`config.mk`:
```
export PLATFORM = sky130hd
export DESIGN_NAME = voice_allocator
export DESIGN_NICKNAME = d
export VERILOG_FILES = /design/src/rtl/note_pkg.sv /design/src/rtl/rr_idle_picker.sv /design/src/rtl/voice_allocator.sv
export SDC_FILE = /design/constraint.sdc
export NUM_CORES = 1
export LEC_CHECK = 0
export ABC_AREA = 1
export CAP_MARGIN = 20
export CORE_MARGIN = 2
export CORE_UTILIZATION = 26
export CTS_CLUSTER_DIAMETER = 80
export DETAILED_ROUTE_END_ITERATION = 10
export DONT_BUFFER_PORTS = 1
export GPL_TIMING_DRIVEN = 1
export MAX_ROUTING_LAYER = met4
export PLACE_DENSITY = 0.39
export SLEW_MARGIN = 20
export SYNTH_ARGS = -nofsm -noshare
export SYNTH_HDL_FRONTEND = slang
export SYNTH_SLANG_ARGS = --single-unit
```
`constraint.sdc`:
```
create_clock -name clk -period 2 [get_ports clk]
set_clock_uncertainty 0.2 [all_clocks]
set_input_delay 0.2 -clock clk [delete_from_list [all_inputs] [get_ports clk]]
set_output_delay 0.2 -clock clk [all_outputs]
set_load 0.05 [all_outputs]
```
`src/rtl/note_pkg.sv`:
```
// Shared widths, FSM encodings and the latched note-event record used by
// the voice allocator and the note_player bank it drives.
package note_pkg;
    localparam int NOTE_W   = 6;
    localparam int DUR_W    = 6;
    localparam int STEREO_W = 2;

    localparam logic [1:0] ST_IDLE  = 2'd0;
    localparam logic [1:0] ST_LOAD  = 2'd1;
    localparam logic [1:0] ST_GUARD = 2'd2;

    typedef struct packed {
        logic [NOTE_W-1:0]   note;
        logic [DUR_W-1:0]    duration;
        logic [STEREO_W-1:0] stereo;
    } note_evt_t;
endpackage

```
`src/rtl/rr_idle_picker.sv`:
```
// Combinational round-robin search: first idle voice at or above rr_ptr,
// wrapping around the voice bank.
module rr_idle_picker #(
    parameter int NUM_VOICES = 4
) (
    input  logic [NUM_VOICES-1:0]         idle_mask,
    input  logic [$clog2(NUM_VOICES)-1:0] rr_ptr,
    output logic [$clog2(NUM_VOICES)-1:0] sel,
    output logic                          found
);
    localparam int PTR_W = $clog2(NUM_VOICES);
    localparam logic [PTR_W:0] NV = (PTR_W+1)'(NUM_VOICES);

    logic [PTR_W:0]   sum;
    logic [PTR_W-1:0] idx;

    always_comb begin
        sel   = '0;
        found = 1'b0;
        sum   = '0;
        idx   = '0;
        for (int k = 0; k < NUM_VOICES; k++) begin
            sum = {1'b0, rr_ptr} + (PTR_W+1)'(k);
            if (sum >= NV)
                sum = sum - NV;
            idx = sum[PTR_W-1:0];
            if (!found && idle_mask[idx]) begin
                found = 1'b1;
                sel   = idx;
            end
        end
    end
endmodule

```
`src/rtl/voice_allocator.sv`:
```
// Polyphony scheduler: accepts note events and dispatches each to one idle
// note_player, tracking per-voice busy state and counting rests.
module voice_allocator
    import note_pkg::*;
#(
    parameter int NUM_VOICES = 4,
    parameter bit STEAL      = 1'b0
) (
    input  logic                  clk,
    input  logic                  reset,
    input  logic                  play_enable,
    input  logic                  note_valid,
    input  logic [NOTE_W-1:0]     note_in,
    input  logic [DUR_W-1:0]      duration_in,
    input  logic [STEREO_W-1:0]   stereo_in,
    output logic                  note_ready,
    output logic [NUM_VOICES-1:0] voice_load,
    output logic [NOTE_W-1:0]     voice_note,
    output logic [DUR_W-1:0]      voice_duration,
    output logic [STEREO_W-1:0]   voice_stereo,
    input  logic [NUM_VOICES-1:0] voice_done,
    output logic [NUM_VOICES-1:0] voice_busy,
    output logic                  all_idle,
    output logic [7:0]            rest_count
);
    localparam int PTR_W = $clog2(NUM_VOICES);
    localparam logic [PTR_W-1:0] LAST = PTR_W'(NUM_VOICES - 1);

    logic [1:0]            state, state_nxt;
    logic [PTR_W-1:0]      rr_ptr, pick_sel, sel;
    logic                  pick_found;
    logic                  accept, rest, dispatch, ready_nxt;
    logic [NUM_VOICES-1:0] idle_mask, sel_onehot, load_set, busy_nxt;
    note_evt_t             evt_q;

    assign idle_mask = ~voice_busy;

    rr_idle_picker #(.NUM_VOICES(NUM_VOICES)) u_picker (
        .idle_mask (idle_mask),
        .rr_ptr    (rr_ptr),
        .sel       (pick_sel),
        .found     (pick_found)
    );

    // With nothing idle the only way to get here is STEAL, which takes rr_ptr.
    assign sel        = pick_found ? pick_sel : rr_ptr;
    assign sel_onehot = NUM_VOICES'(1) << sel;

    assign accept   = note_valid & note_ready & (state == ST_IDLE);
    assign rest     = accept & (duration_in == '0);
    assign dispatch = accept & ~rest;

    always_comb begin
        state_nxt = ST_IDLE;
        case (state)
            ST_IDLE:  state_nxt = dispatch ? ST_LOAD : ST_IDLE;
            ST_LOAD:  state_nxt = ST_GUARD;
            ST_GUARD: state_nxt = ST_IDLE;
            default:  state_nxt = ST_IDLE;
        endcase
    end

    // A load in either the accept or the LOAD cycle overrides a same-cycle done.
    assign load_set  = (dispatch ? sel_onehot : '0) | ((state == ST_LOAD) ? voice_load : '0);
    assign busy_nxt  = (voice_busy & ~voice_done) | load_set;
    assign ready_nxt = (state_nxt == ST_IDLE) & play_enable & (~(&busy_nxt) | STEAL);

    always_ff @(posedge clk) begin
        if (!reset) begin
            state      <= ST_IDLE;
            rr_ptr     <= '0;
            voice_busy <= '0;
            voice_load <= '0;
            note_ready <= 1'b0;
            all_idle   <= 1'b1;
            rest_count <= '0;
            evt_q      <= '0;
        end else begin
            state      <= state_nxt;
            voice_busy <= busy_nxt;
            voice_load <= dispatch ? sel_onehot : '0;
            note_ready <= ready_nxt;
            all_idle   <= (busy_nxt == '0) & (state_nxt == ST_IDLE);
            if (rest)
                rest_count <= rest_count + 8'd1;
            if (dispatch) begin
                evt_q  <= '{note: note_in, duration: duration_in, stereo: stereo_in};
                rr_ptr <= (sel == LAST) ? '0 : sel + PTR_W'(1);
            end
        end
    end

    assign voice_note     = evt_q.note;
    assign voice_duration = evt_q.duration;
    assign voice_stereo   = evt_q.stereo;
endmodule

```
==> flow_summary.json, run 1 <==
{
  "final_util": 0.3570,
  "drive_gt1_frac": 0.4034,
  "gp_congestion": 0.7954,
  "synth_cell_types": 29,
  "status": "complete, but fails checks",
  "period_needed_ns": 2.116,
  "start_util": 0.2669,
  "core_area_mm2": 0.006756,
  "clk_latency_ns": 0.28,
  "yosysSeqAreaShare": 0.3997,
  "crit_type": "register to register",
  "ys.flop_type": "dfxtp_1",
  "holdCritPathClass": "primary input to register",
  "violations": "negative hold slack, negative setup slack",
  "yosysTopAreaCell": "dfxtp_1",
  "max_slew_margin": 0.6494,
  "cap_violations": 0,
  "die_y_um": 87.28,
  "numPortBuffers": 0,
  "cts_tree": "done",
  "synth_area_leaders": "dfxtp_1 (40%), nand2_1 (9.6%), nor2_1 (9.4%)",
  "root_buffer": "clkbuf_8",
  "grt_pass1_wl_um": 7803,
  "drt_pre_antenna_iters": 4,
  "use_met3": 0.02938,
  "core.rowCount": 30,
  "cts_buffers": 5,
  "cts_sinks": 36,
  "layout_setup_ws_ns": -0.1157,
  "hpwl_um": 3324,
  "met1_usage": 0.1686,
  "clk_path_buf_depth": 2,
  "fin_hold_ws_ns": -0.2106,
  "grt_max_degree": 24,
  "post-route-period-util": 1.058,
  "track_usage": 0.1363,
  "hold_viol": 21,
  "max_freq_ghz": 0.4727,
  "via_count": 1621,
  "crit_path_start_kind": "register",
  "p_leak_nw": 1.037,
  "avgSynthCellArea_um2": 7.241,
  "antenna_found_initial": 0,
  "grt.busiest_layer": "met2",
  "io_pins": 54,
  "p_per_area_mw_per_mm2": 668.4,
  "drc": 0,
  "finalSetupViolCount": 9,
  "grt_pass1_vias": 1632,
  "nets": 316,
  "drtIter0Drc": 38,
  "grt_overflow": 0,
  "path_cells": "buf_6 > nand2_4 > nand2_4 > nand2_2 > nand2_4 > nor2_4 > nand2_1 > nand2_1 > nand2_2 > a21oi_2 > ha_2 > inv_2 > o21ai_2 > nand2_1 > nor2_1 > nor2_1",
  "syn_area_mm2": 0.001803,
  "arrival_ns": 2.10,
  "clk_pin_slew_ns": 0.07,
  "p_total_w": 0.001612,
  "syn-num-nets": 276,
  "wl_um": 4579,
  "grt_setup_unrepaired": "yes",
  "yosysMostFrequentCell": "nand2_1",
  "async_reset_ff_frac": 0,
  "vdd_drop_max_uv": 240.6,
  "nFillCells": 740,
  "cp_slowest_cell": "dfxtp_4",
  "crit_fanout": 6,
  "postRouteAntennaNets": 0,
  "final_area_mm2": 0.002412,
  "worstPathRequired_ns": 1.99,
  "wl_per_cell_um": 12.38,
  "drv_slew": 0,
  "multiInputGateArea_mm2": 0.001015,
  "worstSetupEndpointType": "register",
  "max_stage_delay_ns": 0.39,
  "fin_setup_tns_ns": -0.5733,
  "dieWidth_um": 87.28,
  "synthCells": 249,
  "postCtsHoldBufs": 4,
  "synth_edf_count": 0,
  "syn_to_final_growth_pct": 33.80,
  "diodes": 0,
  "htree_levels": 2,
  "synth_top_area_frac": 0.3997,
  "die_area_mm2": 0.007617,
  "synthTopCellsByCount": "nand2_1 (46), nor2_1 (45), dfxtp_1 (36)",
  "ys_ff_latch": 36,
  "ys_warn_count": 0,
  "placed_area_mm2": 0.002097,
  "worst_pin_slew_ns": 0.5252,
  "grt_use_met2": 0.2218,
  "drt-vias-per-instance": 4.381,
  "seq_area_um2": 743.2
}
## power by group
| part | total, W | switching (W) | internal [W] |
|---|---|---|---|
| Clock | 0.000536 | 0.000261 | 0.000275 |
| Sequential | 0.000807 | 0.0000728 | 0.000734 |
| Combinational | 0.000269 | 0.000159 | 0.000110 |
## timing repair
item                                    4_1_cts  5_1_grt
pin swaps                                     9        6
gates resized for setup                      16       26
buffers inserted                              4        3
endpoints found under the setup margin       10       12
hold endpoints to repair                     24       21
cloned                                        0        0
## worst paths after layout
| kind | end | slack [ns] | start | cells past startpoint |
|---|---|---|---|---|
| hold reg to reg | rest_count[2] | 0.29 | rest_count[2] | 2 |
| hold / removal | all_idle | -0.21 | reset | 1 |
| setup reg to reg | note_ready | -0.12 | rr_ptr[0] | 16 |
| setup / recovery | note_ready | -0.12 | rr_ptr[0] | 16 |
## cell type report
type	instances	share of cell area
Timing Repair Buffer	41	0.1380
Sequential cell	36	0.3081
Tap cell	80	0.04149
Multi-Input combinational cell	174	0.4206
Clock buffer	6	0.03423
Inverter	31	0.05342
Clock inverter	2	0.004149
## flip-flops by register name, indices dropped and copies added, names as in the netlist
register and flops:
all_idle 1, note_ready 1, voice_note 6, rest_count 8, voice_stereo 2, state 2
rr_ptr 2, voice_duration 6, voice_busy 4, voice_load 4
## through the flow
step | setup slack, ns | instances
2_1_floorplan | -0.005202 | 249
3_3_place_gp | -0.3408 | 351
3_5_place_dp | -0.3124 | 351
4_1_cts | -0.1093 | 367
5_1_grt | -0.2772 | 370
6_report | -0.1157 | 370
## cell families (layout without fill, tap and decap cells)
group / Yosys count / count (layout) / synth area share
flops: 36 / 36 / 0.3997
fa+ha+maj: 5 / 5 / 0.03470
compound gates: 33 / 33 / 0.09854
buf+inv: 39 / 80 / 0.1055
simple gates: 132 / 132 / 0.3421
xor+xnor: 4 / 4 / 0.01943
## cells in the final DEF, fill, tap and decap left out, types with 3 or more instances in the layout
master and count:
inv_1 18, nand2_2 23, dlygate4sd3_1 4, clkbuf_8 6
buf_6 4, nor2_1 40, ha_2 4, xor2_1 3
nand2_4 8, nor2_2 5, nand2_1 34, dfxtp_4 6
buf_4 33, inv_2 10, o21ai_0 18, dfxtp_1 30
nand3_1 11, a21oi_1 8
## metal layers
metal  vias up  part of all wire
met1       725              0.45
met4         0             0.014
met2        36              0.48
met5         -                 0
met3         5             0.052
li1        855                 -
## critical path: cells and delay by family (launching register included)
| kind | cells | cell delay [ns] |
|---|---|---|
| flip-flops | 1 | 0.39 |
| AND/OR/NAND/NOR | 11 | 0.77 |
| adder cells (fa/ha/maj) | 1 | 0.19 |
| buffers and inverters | 2 | 0.18 |
| AO/OA/AOI/OAI | 2 | 0.30 |
(Power assumes the default switching activity.)
==> inputs of run 2 (changes only) <==
--- a/config.mk
+++ b/config.mk
@@ -5,7 +5,6 @@
 export SDC_FILE = /design/constraint.sdc
 export NUM_CORES = 1
 export LEC_CHECK = 0
-export ABC_AREA = 1
 export CAP_MARGIN = 20
 export CORE_MARGIN = 2
 export CORE_UTILIZATION = 26
==> run 2 against run 1 <==
Largest power group unchanged. Combinational power is 56% lower. Register-to-register slack better by 0.21 ns. Cell count is 24% lower. Via count is 17% lower. The run now ends clean. Cell area is 17% lower. Sequential share of layout area is 5.4 points higher. Worst hold slack better by 0.23 ns. Core utilization is 0.38 points higher. Critical path type unchanged. Count of clock-buffer cells in the layout is 1 lower. Synthesized cell count is 31% lower. Power is 4.8% lower. Clock power is 19% higher.
==> flow_summary.json, run 2 <==
{
  "hpwl_um": 2875,
  "root_buffer": "clkbuf_8",
  "grt_overflow": 0,
  "p_leak_nw": 0.7690,
  "worstSetupEndpointType": "register",
  "synth_cell_types": 37,
  "max_freq_ghz": 0.5236,
  "drt_pre_antenna_iters": 4,
  "numPortBuffers": 0,
  "clk_pin_slew_ns": 0.08,
  "seq_area_um2": 724.4,
  "grt_setup_unrepaired": "no",
  "antenna_found_initial": 0,
  "place_inst": 257,
  "hold_viol": 0,
  "nFillCells": 593,
  "period_needed_ns": 1.910,
  "largest_reg_flops": 8,
  "final_area_mm2": 0.001999,
  "ys.flop_type": "dfxtp_1",
  "r2r-end": "rest_count[3]",
  "diodes": 0,
  "yosysMostFrequentCell": "dfxtp_1",
  "syn_area_mm2": 0.001500,
  "drtIter0Drc": 28,
  "avgSynthCellArea_um2": 8.722,
  "synth_area_leaders": "dfxtp_1 (48%), nand2_1 (8.3%), a21oi_1 (8.0%)",
  "htree_levels": 2,
  "io_pins": 54,
  "die_area_mm2": 0.006394,
  "track_usage": 0.1325,
  "worstPathRequired_ns": 2.02,
  "p_per_area_mw_per_mm2": 767.8,
  "drt-vias-per-instance": 4.765,
  "cts_buffers": 5,
  "gp_congestion": 0.7255,
  "postRouteAntennaNets": 0,
  "syn-num-nets": 199,
  "clk_latency_ns": 0.28,
  "drc": 0,
  "yosysSeqAreaShare": 0.4804,
  "final_util": 0.3609,
  "cap_violations": 0,
  "multiInputGateArea_um2": 743.2,
  "grt_pass1_wl_um": 6458,
  "synthCells": 172,
  "instances_no_fill": 281,
  "drive_gt1_frac": 0.1722,
  "layout_setup_ws_ns": 0.09013,
  "core.rowCount": 27,
  "r2r-start": "state[1]",
  "crit_path_start_kind": "register",
  "dieWidth_um": 79.96,
  "ys_warn_count": 0,
  "arrival_ns": 1.93,
  "reg2regPathDepth": 4,
  "worst_pin_slew_ns": 0.5293,
  "fin_setup_tns_ns": 0,
  "via_count": 1339,
  "wl_per_cell_um": 14.07,
  "rrSetupSlack_ns": 0.09,
  "largest-register": "rest_count",
  "async_reset_ff_frac": 0,
  "grt_pass1_vias": 1429,
  "start_util": 0.2708,
  "core_area_mm2": 0.005540,
  "yosysTopAreaCell": "dfxtp_1",
  "syn_to_final_growth_pct": 33.28,
  "layout_common_cells": "nand2_1 (33), dfxtp_1 (33), a21oi_1 (24)",
  "crit_type": "register to register",
  "finalSetupViolCount": 0,
  "ys_ff_latch": 36,
  "cts_sinks": 36,
  "synthTopCellsByCount": "dfxtp_1 (36), nand2_1 (33), a21oi_1 (24)",
  "holdCritPathClass": "primary input to register",
  "cts_tree": "done",
  "max_slew_margin": 0.6466,
  "synth_edf_count": 0,
  "clk_path_buf_depth": 2,
  "grt_max_degree": 28,
  "die_y_um": 79.96,
  "status": "finished clean",
  "vdd_drop_max_uv": 322.4,
  "crit_fanout": 12,
  "wl_um": 3955,
  "min_from": "voice_done[1]",
  "drv_slew": 0,
  "synth_top_area_frac": 0.4804,
  "min_to": "voice_busy[1]",
  "post-route-period-util": 0.9549,
  "nets": 235,
  "whs_path_depth": 3,
  "dp_slack_ns": 0.09215,
  "placed_area_mm2": 0.001725
}
run 2: metrics by stage:
stage / hold slack [ns] / power, W
after floorplan: 0.1360 / 0.0008604
after global routing: 0.03499 / 0.001606
after CTS: 0.007363 / 0.001561
after global placement: 0.1264 / 0.0008848
after detailed placement: 0.1288 / 0.0008875
final: 0.02003 / 0.001535
run 2: power by group:
part / switching, W / internal [W]
clock network: 0.000269 / 0.000369
logic: 0.0000641 / 0.0000539
registers: 0.0000473 / 0.000733
total: 0.000380 / 0.00116
run 2: how the worst max path moves through the flow:
stage                   from            end  slack, ns  cells past startpoint
6_report            state[1]  rest_count[3]       0.09                      4
5_1_grt             state[1]  rest_count[3]     0.0003                      4
4_1_cts             state[0]     note_ready       0.08                      4
3_5_place_dp        state[0]     note_ready       0.09                      4
3_3_place_gp        state[0]     note_ready       0.13                      4
2_1_floorplan  voice_busy[0]  voice_load[0]       0.03                      6
run 2: final cells by class:
class	instances	area share
clock buffer	5	0.03442
timing repair buffer	36	0.1615
sequential	36	0.3623
tap	72	0.04506
multi-input combinational	127	0.3717
clock inverter	3	0.02128
inverter	2	0.003755
run 2: worst max-delay path, cell delays in order (launching register included):
cell and delay [ns]:
dfxtp_1 0.32, and4bb_2 0.47, nand3_1 0.25, or4_1 0.53, o21ai_0 0.08
run 2: logic make-up (layout without fill, tap and decap cells):
| logic type | count (synthesis) | count (layout) | synth area share |
|---|---|---|---|
| compound gates | 44 | 44 | 0.1735 |
| xor+xnor | 3 | 3 | 0.01752 |
| fa+ha+maj | 5 | 5 | 0.04170 |
| buf+inv | 9 | 46 | 0.02585 |
| flops | 36 | 36 | 0.4804 |
| mux | 1 | 1 | 0.006672 |
| simple gates | 74 | 74 | 0.2544 |
run 2: timing repair:
action,in CTS,in global routing
endpoints found under the hold margin,23,0
gates resized for setup,0,1
setup buffers,0,0
setup endpoints to repair,0,1
hold buffers,16,0
run 2: per-layer routing:
layer	wire length (um)	up-vias	track usage
met5	0	-	-
met4	46	0	0.03559
met3	235	7	0.04638
met2	2008	31	0.2250
met1	1664	634	0.1479
li1	-	667	-
